==> src/rtl/sobel_window_if.sv <==
// ============================================================================
// Module   : sobel_window_if
// Purpose  : Pixel-stream input and 3x3 window output bundle for the Sobel
//            window generator. WINDOW_COORD_EN adds the window-centre outputs.
// Revision : 1.0 - initial release
// ============================================================================
`default_nettype none

interface sobel_window_if #(
    parameter int IMG_WIDTH  = 64,
    parameter int IMG_HEIGHT = 64
);
    logic       sof;
    logic       pixel_valid;
    logic [7:0] pixel_in;

    logic [7:0] P0, P1, P2, P3, P4, P5, P6, P7, P8;
    logic       start_calculations;
    logic       frame_done;

`ifdef WINDOW_COORD_EN
    logic [$clog2(IMG_HEIGHT)-1:0] center_row;
    logic [$clog2(IMG_WIDTH)-1:0]  center_col;

    modport slave (
        input  sof, pixel_valid, pixel_in,
        output P0, P1, P2, P3, P4, P5, P6, P7, P8,
        output start_calculations, frame_done,
        output center_row, center_col
    );

    modport master (
        output sof, pixel_valid, pixel_in,
        input  P0, P1, P2, P3, P4, P5, P6, P7, P8,
        input  start_calculations, frame_done,
        input  center_row, center_col
    );
`else
    modport slave (
        input  sof, pixel_valid, pixel_in,
        output P0, P1, P2, P3, P4, P5, P6, P7, P8,
        output start_calculations, frame_done
    );

    modport master (
        output sof, pixel_valid, pixel_in,
        input  P0, P1, P2, P3, P4, P5, P6, P7, P8,
        input  start_calculations, frame_done
    );
`endif

endinterface

`default_nettype wire

==> src/rtl/sobel_window_generator.sv <==
// ============================================================================
// Module   : sobel_window_generator
// Purpose  : Turns a raster 8-bit pixel stream into 3x3 interior windows using
//            two line buffers and a 3-column shift window. Optional macro
//            WINDOW_COORD_EN adds registered window-centre coordinates.
// Revision : 1.0 - initial release
// ============================================================================
`default_nettype none

module sobel_window_generator #(
    parameter int IMG_WIDTH  = 64,
    parameter int IMG_HEIGHT = 64
) (
    input  wire logic         clk,
    input  wire logic         rst,
    sobel_window_if.slave     bus
);

    localparam int c_COL_W = $clog2(IMG_WIDTH);
    localparam int c_ROW_W = $clog2(IMG_HEIGHT);

    localparam logic [c_COL_W-1:0] c_LAST_COL = c_COL_W'(IMG_WIDTH - 1);
    localparam logic [c_ROW_W-1:0] c_LAST_ROW = c_ROW_W'(IMG_HEIGHT - 1);
    localparam logic [c_COL_W-1:0] c_MIN_COL  = c_COL_W'(2);
    localparam logic [c_ROW_W-1:0] c_MIN_ROW  = c_ROW_W'(2);

    logic [c_COL_W-1:0] r_col;
    logic [c_ROW_W-1:0] r_row;

    logic [c_COL_W-1:0] w_col_eff;
    logic [c_ROW_W-1:0] w_row_eff;
    logic [c_COL_W-1:0] w_col_nxt;
    logic [c_ROW_W-1:0] w_row_nxt;
    logic               w_col_last;
    logic               w_row_last;
    logic               w_win_ok;
    logic               w_accept;

    logic [7:0] r_lb_top [IMG_WIDTH];
    logic [7:0] r_lb_mid [IMG_WIDTH];
    logic [7:0] w_top_rd;
    logic [7:0] w_mid_rd;

    logic [7:0] r_win [9];
    logic       r_start;
    logic       r_done;

    assign w_accept = bus.pixel_valid;

    // sof re-anchors the accepted pixel at (0,0); the row gate below then
    // keeps stale line-buffer contents from ever being flagged.
    always_comb begin
        w_col_eff  = bus.sof ? '0 : r_col;
        w_row_eff  = bus.sof ? '0 : r_row;
        w_col_last = (w_col_eff == c_LAST_COL);
        w_row_last = (w_row_eff == c_LAST_ROW);
        w_col_nxt  = w_col_last ? '0 : w_col_eff + 1'b1;
        w_row_nxt  = w_row_eff;
        if (w_col_last) begin
            w_row_nxt = w_row_last ? '0 : w_row_eff + 1'b1;
        end
        w_win_ok   = (w_row_eff >= c_MIN_ROW) && (w_col_eff >= c_MIN_COL);
    end

    always_ff @(posedge clk or posedge rst) begin
        if (rst) begin
            r_col <= '0;
            r_row <= '0;
        end else if (w_accept) begin
            r_col <= w_col_nxt;
            r_row <= w_row_nxt;
        end
    end

    assign w_top_rd = r_lb_top[w_col_eff];
    assign w_mid_rd = r_lb_mid[w_col_eff];

    // Line buffers carry no reset: their contents are never trusted until
    // two fresh rows have been written.
    always_ff @(posedge clk) begin
        if (w_accept) begin
            r_lb_top[w_col_eff] <= w_mid_rd;
            r_lb_mid[w_col_eff] <= bus.pixel_in;
        end
    end

    always_ff @(posedge clk or posedge rst) begin
        if (rst) begin
            for (int i = 0; i < 9; i++) begin
                r_win[i] <= '0;
            end
            r_start <= 1'b0;
            r_done  <= 1'b0;
        end else begin
            r_start <= w_accept && w_win_ok;
            r_done  <= w_accept && w_row_last && w_col_last;
            if (w_accept) begin
                r_win[0] <= r_win[1];
                r_win[1] <= r_win[2];
                r_win[2] <= w_top_rd;
                r_win[3] <= r_win[4];
                r_win[4] <= r_win[5];
                r_win[5] <= w_mid_rd;
                r_win[6] <= r_win[7];
                r_win[7] <= r_win[8];
                r_win[8] <= bus.pixel_in;
            end
        end
    end

`ifdef WINDOW_COORD_EN
    logic [c_ROW_W-1:0] r_center_row;
    logic [c_COL_W-1:0] r_center_col;

    always_ff @(posedge clk or posedge rst) begin
        if (rst) begin
            r_center_row <= '0;
            r_center_col <= '0;
        end else if (w_accept && w_win_ok) begin
            r_center_row <= w_row_eff - 1'b1;
            r_center_col <= w_col_eff - 1'b1;
        end
    end

    assign bus.center_row = r_center_row;
    assign bus.center_col = r_center_col;
`endif

    assign bus.P0 = r_win[0];
    assign bus.P1 = r_win[1];
    assign bus.P2 = r_win[2];
    assign bus.P3 = r_win[3];
    assign bus.P4 = r_win[4];
    assign bus.P5 = r_win[5];
    assign bus.P6 = r_win[6];
    assign bus.P7 = r_win[7];
    assign bus.P8 = r_win[8];

    assign bus.start_calculations = r_start;
    assign bus.frame_done         = r_done;

endmodule

`default_nettype wire

==> src/flat_wrapper.sv <==
// flat-port wrapper written by rule: the top's interface ports become plain ports
module sobel_window_generator_flat 
#(
    parameter int IMG_WIDTH  = 64,
    parameter int IMG_HEIGHT = 64
)
  (clk, rst, bus_sof, bus_pixel_valid, bus_pixel_in, bus_P0, bus_P1, bus_P2, bus_P3, bus_P4, bus_P5, bus_P6, bus_P7, bus_P8, bus_start_calculations, bus_frame_done);
  sobel_window_if #(.IMG_WIDTH(IMG_WIDTH), .IMG_HEIGHT(IMG_HEIGHT)) bus_i ();
  input  wire logic clk;
  input  wire logic rst;
  input wire logic [$bits(bus_i.sof)-1:0] bus_sof;
  input wire logic [$bits(bus_i.pixel_valid)-1:0] bus_pixel_valid;
  input wire logic [$bits(bus_i.pixel_in)-1:0] bus_pixel_in;
  output wire logic [$bits(bus_i.P0)-1:0] bus_P0;
  output wire logic [$bits(bus_i.P1)-1:0] bus_P1;
  output wire logic [$bits(bus_i.P2)-1:0] bus_P2;
  output wire logic [$bits(bus_i.P3)-1:0] bus_P3;
  output wire logic [$bits(bus_i.P4)-1:0] bus_P4;
  output wire logic [$bits(bus_i.P5)-1:0] bus_P5;
  output wire logic [$bits(bus_i.P6)-1:0] bus_P6;
  output wire logic [$bits(bus_i.P7)-1:0] bus_P7;
  output wire logic [$bits(bus_i.P8)-1:0] bus_P8;
  output wire logic [$bits(bus_i.start_calculations)-1:0] bus_start_calculations;
  output wire logic [$bits(bus_i.frame_done)-1:0] bus_frame_done;
  assign bus_i.sof = bus_sof;
  assign bus_i.pixel_valid = bus_pixel_valid;
  assign bus_i.pixel_in = bus_pixel_in;
  assign bus_P0 = bus_i.P0;
  assign bus_P1 = bus_i.P1;
  assign bus_P2 = bus_i.P2;
  assign bus_P3 = bus_i.P3;
  assign bus_P4 = bus_i.P4;
  assign bus_P5 = bus_i.P5;
  assign bus_P6 = bus_i.P6;
  assign bus_P7 = bus_i.P7;
  assign bus_P8 = bus_i.P8;
  assign bus_start_calculations = bus_i.start_calculations;
  assign bus_frame_done = bus_i.frame_done;
  sobel_window_generator #(.IMG_WIDTH(IMG_WIDTH), .IMG_HEIGHT(IMG_HEIGHT)) u_core (.clk(clk), .rst(rst), .bus(bus_i));
endmodule
==> config.mk <==
export PLATFORM = sky130hd
export DESIGN_NAME = sobel_window_generator_flat
export DESIGN_NICKNAME = d
export VERILOG_FILES = /design/src/rtl/sobel_window_if.sv /design/src/rtl/sobel_window_generator.sv /design/src/flat_wrapper.sv
export SDC_FILE = /design/constraint.sdc
export NUM_CORES = 1
export LEC_CHECK = 0
export BUFFER_PORTS_ARGS = -buffer_cell sky130_fd_sc_hd__buf_2
export CORE_ASPECT_RATIO = 0.6
export CORE_MARGIN = 1
export CORE_UTILIZATION = 60
export DETAILED_ROUTE_END_ITERATION = 6
export PLACE_DENSITY_LB_ADDON = 0.25
export SETUP_SLACK_MARGIN = 0.4
export SLEW_MARGIN = 0
export SYNTH_ARGS = -nofsm -noshare
export SYNTH_HDL_FRONTEND = slang
export SYNTH_SLANG_ARGS = --single-unit
==> constraint.sdc <==
create_clock -name clk -period 4.3 [get_ports clk]
set_clock_uncertainty 0.05 [all_clocks]
set_input_delay 0.86 -clock clk [delete_from_list [all_inputs] [get_ports clk]]
set_output_delay 0.86 -clock clk [all_outputs]
set_load 0.02 [all_outputs]
* Word-level counts from Yosys, hierarchy flattened
Memory sizes are Yosys's and may differ from the RTL's. A register that Yosys moved wholly into a read port is not among the register bits. Index checks and enable logic that the tools add are counted.
Word-level totals: memories 2, logic and storage cells 31, memory bits (writable) 1024, flip-flop bits (word level) 78
Cells by class: magnitude comparators 2, add/subtract/negate cells 2, mux-type cells 7, reduce and logical (&&, ||, !) cells 4, equal/unequal tests 2
Memories:
- u_core.r_lb_mid | words 64, bits a word 8, read ports 1, clocked after Yosys merged registers in 0, wr ports 1, line sobel_window_generator.sv:40 | logic [7:0] r_lb_mid [IMG_WIDTH];
- u_core.r_lb_top | words 64, bits a word 8, read ports 1, clocked after Yosys merged registers in 1, wr ports 1, line sobel_window_generator.sv:39 | logic [7:0] r_lb_top [IMG_WIDTH];
Operator list (number):
- $mux W6 | 5
- $add A6 B1 Y6 const B | 2
- $eq A6 B6 Y1 const B | 2
- $ge A6 B2 Y1 const B | 2
- $logic_and A1 B1 Y1 | 4
- $mux W1 | 2

* Logic depth before layout (Yosys ltp)
depth in word-level cells 4, depth in mapped cells 15, gate-level depth less buffers 10

* Least setup slack after synthesis
OpenSTA, ideal clock, no wires.
path kind input to register, start input port bus_sof, end memory u_core.r_lb_mid[14][0] (enable), setup time 0.389 ns, stages on the path 9, path buffers 6, arrival 3.121 ns, slack 0.740 ns, path through buf_2 -> nor2b_1 -> buf_2 -> buf_2 -> buf_2 -> buf_2 -> buf_1 -> nand3_1 -> nor2_1
On the way: cells in the longest elaborated chain, start to end 1
RTL lines:
- start: declaration | line flat_wrapper.sv:11 | input wire logic [$bits(bus_i.sof)-1:0] bus_sof;
- $mux W6 | line sobel_window_generator.sv:53 | w_col_eff = bus.sof ? '0 : r_col;
- end: declaration | line sobel_window_generator.sv:40
No other way between the ends.

* Worst setup path after layout
start register u_core.r_col[2], end memory u_core.r_lb_mid[28][7] (enable)
On the way: cells in the longest elaborated chain, start to end 1
RTL lines:
- start: declaration | line sobel_window_generator.sv:27 | logic [c_COL_W-1:0] r_col;
- start signal: assignment | line sobel_window_generator.sv:70 | r_col <= w_col_nxt;
- $mux W6 | line sobel_window_generator.sv:53
No other way between the ends.

==> metrics.csv <==
metric,value,unit
net switching power figure,0.00665,W
number of enable-type register cells in the synthesized netlist,1024,
CTS Root Buffer Type,sky130_fd_sc_hd__clkbuf_16,
number of vias in the routed layout,26800,
number of ports placed on the die boundary,86,
RePlAce Congestion,0.995,
min-delay worst type,input pin to async pin,
ratio of final minimum period to clock period,93.4,%
sequential area share after synthesis,75.2,%
fraction of registers with async set or reset after synthesis,7.75,%
first-pass GRT wire length,183000,um
Slowest cell on crit path,sky130_fd_sc_hd__dfrtp_2,
number of global-route vias before repair,25100,
Max VDD drop,494,uV
post-synth cell types,72,
"commonest non-fill, non-tap cell in the layout",sky130_fd_sc_hd__edfxtp_1,
internal power,0.0182,W
endpoint type of the worst setup path,flip-flop,
CTS sink count,1110,
"commonest cells after routing, fill and taps aside","sky130_fd_sc_hd__edfxtp_1, sky130_fd_sc_hd__buf_4, sky130_fd_sc_hd__mux2i_1, sky130_fd_sc_hd__nand2_1, sky130_fd_sc_hd__nor2_1",
setup repair after global routing missed its margin,false,
floorplan die area,0.0741,mm2
fraction of power consumed by sequential logic,50.8,%
area grow syn2layout,13.8,%
"flops & latches, synth",1110,
Remaining DRCs,0,
TritonCTS clock tree,built,
Worst-path clk slew,0.07,ns
proportion of layout cells with a drive suffix above 1,22.7,%
share of total power in the clock network,33.3,%
Skew-Pair Late Insertion Delay,0.68,ns
Mapped Area,0.0438,mm2
crit start category,flip-flop,
Die Ht,211,um
Total Wirelength,130000,um
predominant post-synthesis flop cell,sky130_fd_sc_hd__edfxtp_1,
post-route ant nets,0,
worst setup path category,flip-flop to flip-flop,
pin slew with the least headroom to its limit,1.29,ns
# hold bufs at CTS,0,
effective utilization at floorplan,60.8,%
worst reg-to-reg setup slack,0.28,ns
Core Footprint,0.0720,mm2
wire length per cell after detailed routing,34.0,um
normalized max-slew margin,13.9,%
PortBufs,85,
critical path cell sequence,"buf_12, nand2b_1, nor2_1, nand2_1, nor2_1, buf_12",
fmax,249,MHz
required time of the critical path,4.61,ns
horizontal extent of the die,351,um
final-report max-slew violation count,0,
mean instance size in the synthesized netlist,17.4,um2
Power Dens Cells,498,mW/mm2
antenna violations before repair,3,
maximum number of pins on one net before global-route repair,56,
number of buffers on the longest clock path,3,
"Net Count, Synth",2530,
count of mapped cells out of synthesis,2516,
maximum level of the CTS H-tree,3,
via density per instance,7.03,
outcome,"finished, final reports clean",
number of failing hold endpoints at the final stage,0,
worst hold slack across all endpoints,0.257,ns
combinational group share of total power,15.9,%
Max-Cap Viols,0,
Total GRT Usage,35.4,%
number of buffers added by the clock tree synthesis step,94,
violation count after the first detailed-route iteration,4585,
Post-Route Setup TNS,0,ns
remaining global-route overflow,0,
final setup fails,0,
final net count,2780,
"Min Clock Period, post-route",4.02,ns
leakage power,17.1,nW
longest individual stage delay on the worst path,0.93,ns
CP Max Fanout,17,
HPWL after detailed placement,82100,um
Synth Warn #,0,
combined buffer and inverter count along the critical path,2,
cell type group with the largest total delay on the critical path,simple AND/OR/NAND/NOR gates,
first drt pass iteration count,6,
count of filler cells inserted in the layout,4586,
switching part of the total,26.8,%
# rows,76,
Critical Path AT,4.33,ns
==> cell usage after synthesis, types with 4 or more instances <==
library cell | instances | area [um2]
sky130_fd_sc_hd__edfxtp_1 | 1024 | 30700
sky130_fd_sc_hd__mux2i_1 | 172 | 1720
sky130_fd_sc_hd__nand2_1 | 118 | 443
sky130_fd_sc_hd__nor2_1 | 102 | 383
sky130_fd_sc_hd__dfrtp_1 | 86 | 2150
sky130_fd_sc_hd__a221oi_1 | 82 | 718
sky130_fd_sc_hd__clkbuf_1 | 82 | 308
sky130_fd_sc_hd__o21ai_0 | 77 | 385
sky130_fd_sc_hd__a22o_1 | 76 | 666
sky130_fd_sc_hd__mux4_2 | 76 | 1710
sky130_fd_sc_hd__mux2_2 | 70 | 788
sky130_fd_sc_hd__o22ai_1 | 64 | 400
sky130_fd_sc_hd__buf_2 | 63 | 315
sky130_fd_sc_hd__a21oi_1 | 58 | 290
sky130_fd_sc_hd__a22oi_1 | 30 | 225
sky130_fd_sc_hd__o21ai_1 | 24 | 120
sky130_fd_sc_hd__a211oi_1 | 20 | 150
sky130_fd_sc_hd__nor3_1 | 20 | 100
sky130_fd_sc_hd__nor2b_1 | 19 | 119
sky130_fd_sc_hd__nand3_1 | 17 | 85.1
sky130_fd_sc_hd__nand2b_1 | 15 | 93.8
sky130_fd_sc_hd__o211ai_1 | 15 | 113
sky130_fd_sc_hd__o221ai_1 | 13 | 114
sky130_fd_sc_hd__a2111oi_0 | 12 | 105
sky130_fd_sc_hd__buf_1 | 12 | 45.0
sky130_fd_sc_hd__buf_4 | 12 | 90.1
sky130_fd_sc_hd__mux2_1 | 12 | 135
sky130_fd_sc_hd__nand3b_1 | 11 | 82.6
sky130_fd_sc_hd__a222oi_1 | 10 | 100
sky130_fd_sc_hd__a31oi_1 | 8 | 50.1
sky130_fd_sc_hd__or4_4 | 8 | 90.1
sky130_fd_sc_hd__o31ai_1 | 7 | 52.6
sky130_fd_sc_hd__a211o_1 | 6 | 52.6
sky130_fd_sc_hd__buf_6 | 6 | 67.6
sky130_fd_sc_hd__inv_1 | 6 | 22.5
sky130_fd_sc_hd__o32a_1 | 5 | 50.1
sky130_fd_sc_hd__o32ai_1 | 5 | 43.8
sky130_fd_sc_hd__a221oi_2 | 4 | 60.1
sky130_fd_sc_hd__and3_1 | 4 | 25.0
sky130_fd_sc_hd__nand4_1 | 4 | 25.0
==> layer usage <==
| metal | vias up | track usage [%] | wire [um] |
|---|---|---|---|
| li1 | 10800 | - | - |
| met5 | - | 0 | 27 |
| met4 | 4 | 9.16 | 3520 |
| met2 | 2302 | 47.9 | 54100 |
| met1 | 13500 | 53.2 | 50800 |
| met3 | 264 | 14.4 | 21400 |
==> through the flow <==
stage / total power (W) / area [um2] / cells / setup slack [ns] / util (%)
floorplan: 0.0148 / 43800 / 2516 / 0.740 / -
global placement: 0.0165 / 46800 / 3639 / 0.150 / 65.0
detailed placement: 0.0166 / 46800 / 3639 / 0.0923 / 65.0
CTS: 0.0247 / 49800 / 3818 / 0.450 / 69.2
global route: 0.0254 / 49800 / 3818 / 0.417 / 69.2
finish: 0.0248 / 49800 / 3820 / 0.284 / 69.2
==> final cells by class <==
cell class | count | area [um2] | area share [%]
Clock inverter | 59 | 432 | 0.866
Clock buffer | 114 | 2510 | 5.04
Antenna cell | 2 | 5.00 | 0.0100
Timing Repair Buffer | 329 | 2630 | 5.28
Sequential cell | 1110 | 32900 | 66.1
Multi-Input combinational cell | 1222 | 10100 | 20.2
Inverter | 9 | 38.8 | 0.0779
Tap cell | 975 | 1220 | 2.45
==> power groups by stage <==
stage | logic, W | registers, W | clock network (W)
2_1_floorplan | 0.00185 | 0.0129 | 0
3_3_place_gp | 0.00366 | 0.0128 | 0
3_5_place_dp | 0.00375 | 0.0128 | 0
4_1_cts | 0.00382 | 0.0126 | 0.00830
5_1_grt | 0.00405 | 0.0126 | 0.00871
6_report | 0.00394 | 0.0126 | 0.00827
==> worst register-to-register path: cells and delay by family (launching register included) <==
kind                   cells  cell delay, ns
buffers and inverters      2            0.52
DFF                        1            0.93
and+or+nand+nor            4            2.20
==> path summary, 6_finish.rpt <==
kind,from,end,depth (start not counted)
max reg2reg,u_core.r_col[2],u_core.r_lb_mid[28][7],6
max,u_core.r_col[2],u_core.r_lb_mid[28][7],6
min in group clk,u_core.r_row[0],u_core.r_row[0],1
min,rst,u_core.bus.P5[3],2
max in group asynchronous,rst,u_core.bus.P8[0],3
min reg2reg,u_core.r_row[0],u_core.r_row[0],1
==> sequential cells by signal, indices dropped and copies added (netlist names) <==
| name | cells |
|---|---|
| u_core.bus.P0 | 8 |
| u_core.bus.P1 | 8 |
| u_core.bus.P2 | 8 |
| u_core.bus.P3 | 8 |
| u_core.bus.P4 | 8 |
| u_core.bus.P5 | 8 |
| u_core.bus.P6 | 8 |
| u_core.bus.P7 | 8 |
| u_core.bus.P8 | 8 |
| u_core.bus.frame_done | 1 |
| u_core.bus.start_calculations | 1 |
| u_core.r_col | 6 |
| u_core.r_lb_mid | 512 |
| u_core.r_lb_top | 512 |
| u_core.r_row | 6 |
==> kinds of logic (layout without fill, tap and decap cells) <==
family	Yosys count	in the layout	synth area share, %
and+or+nand+nor	344	344	3.79
buffers and inverters	184	511	1.96
muxes	330	330	9.95
AOI/OAI and AO/OA	546	546	9.09
other	0	2	0
adders and majority gates	2	2	0.0571
DFF	1110	1110	75.2
==> timing repair <==
item | in CTS | in global routing
buffers inserted | 6 | 0
gates resized for setup | 0 | 2
pin swaps | 0 | 0
endpoints found under the setup margin | 93 | 10
Note: power is estimated with default switching activity, not from simulation.
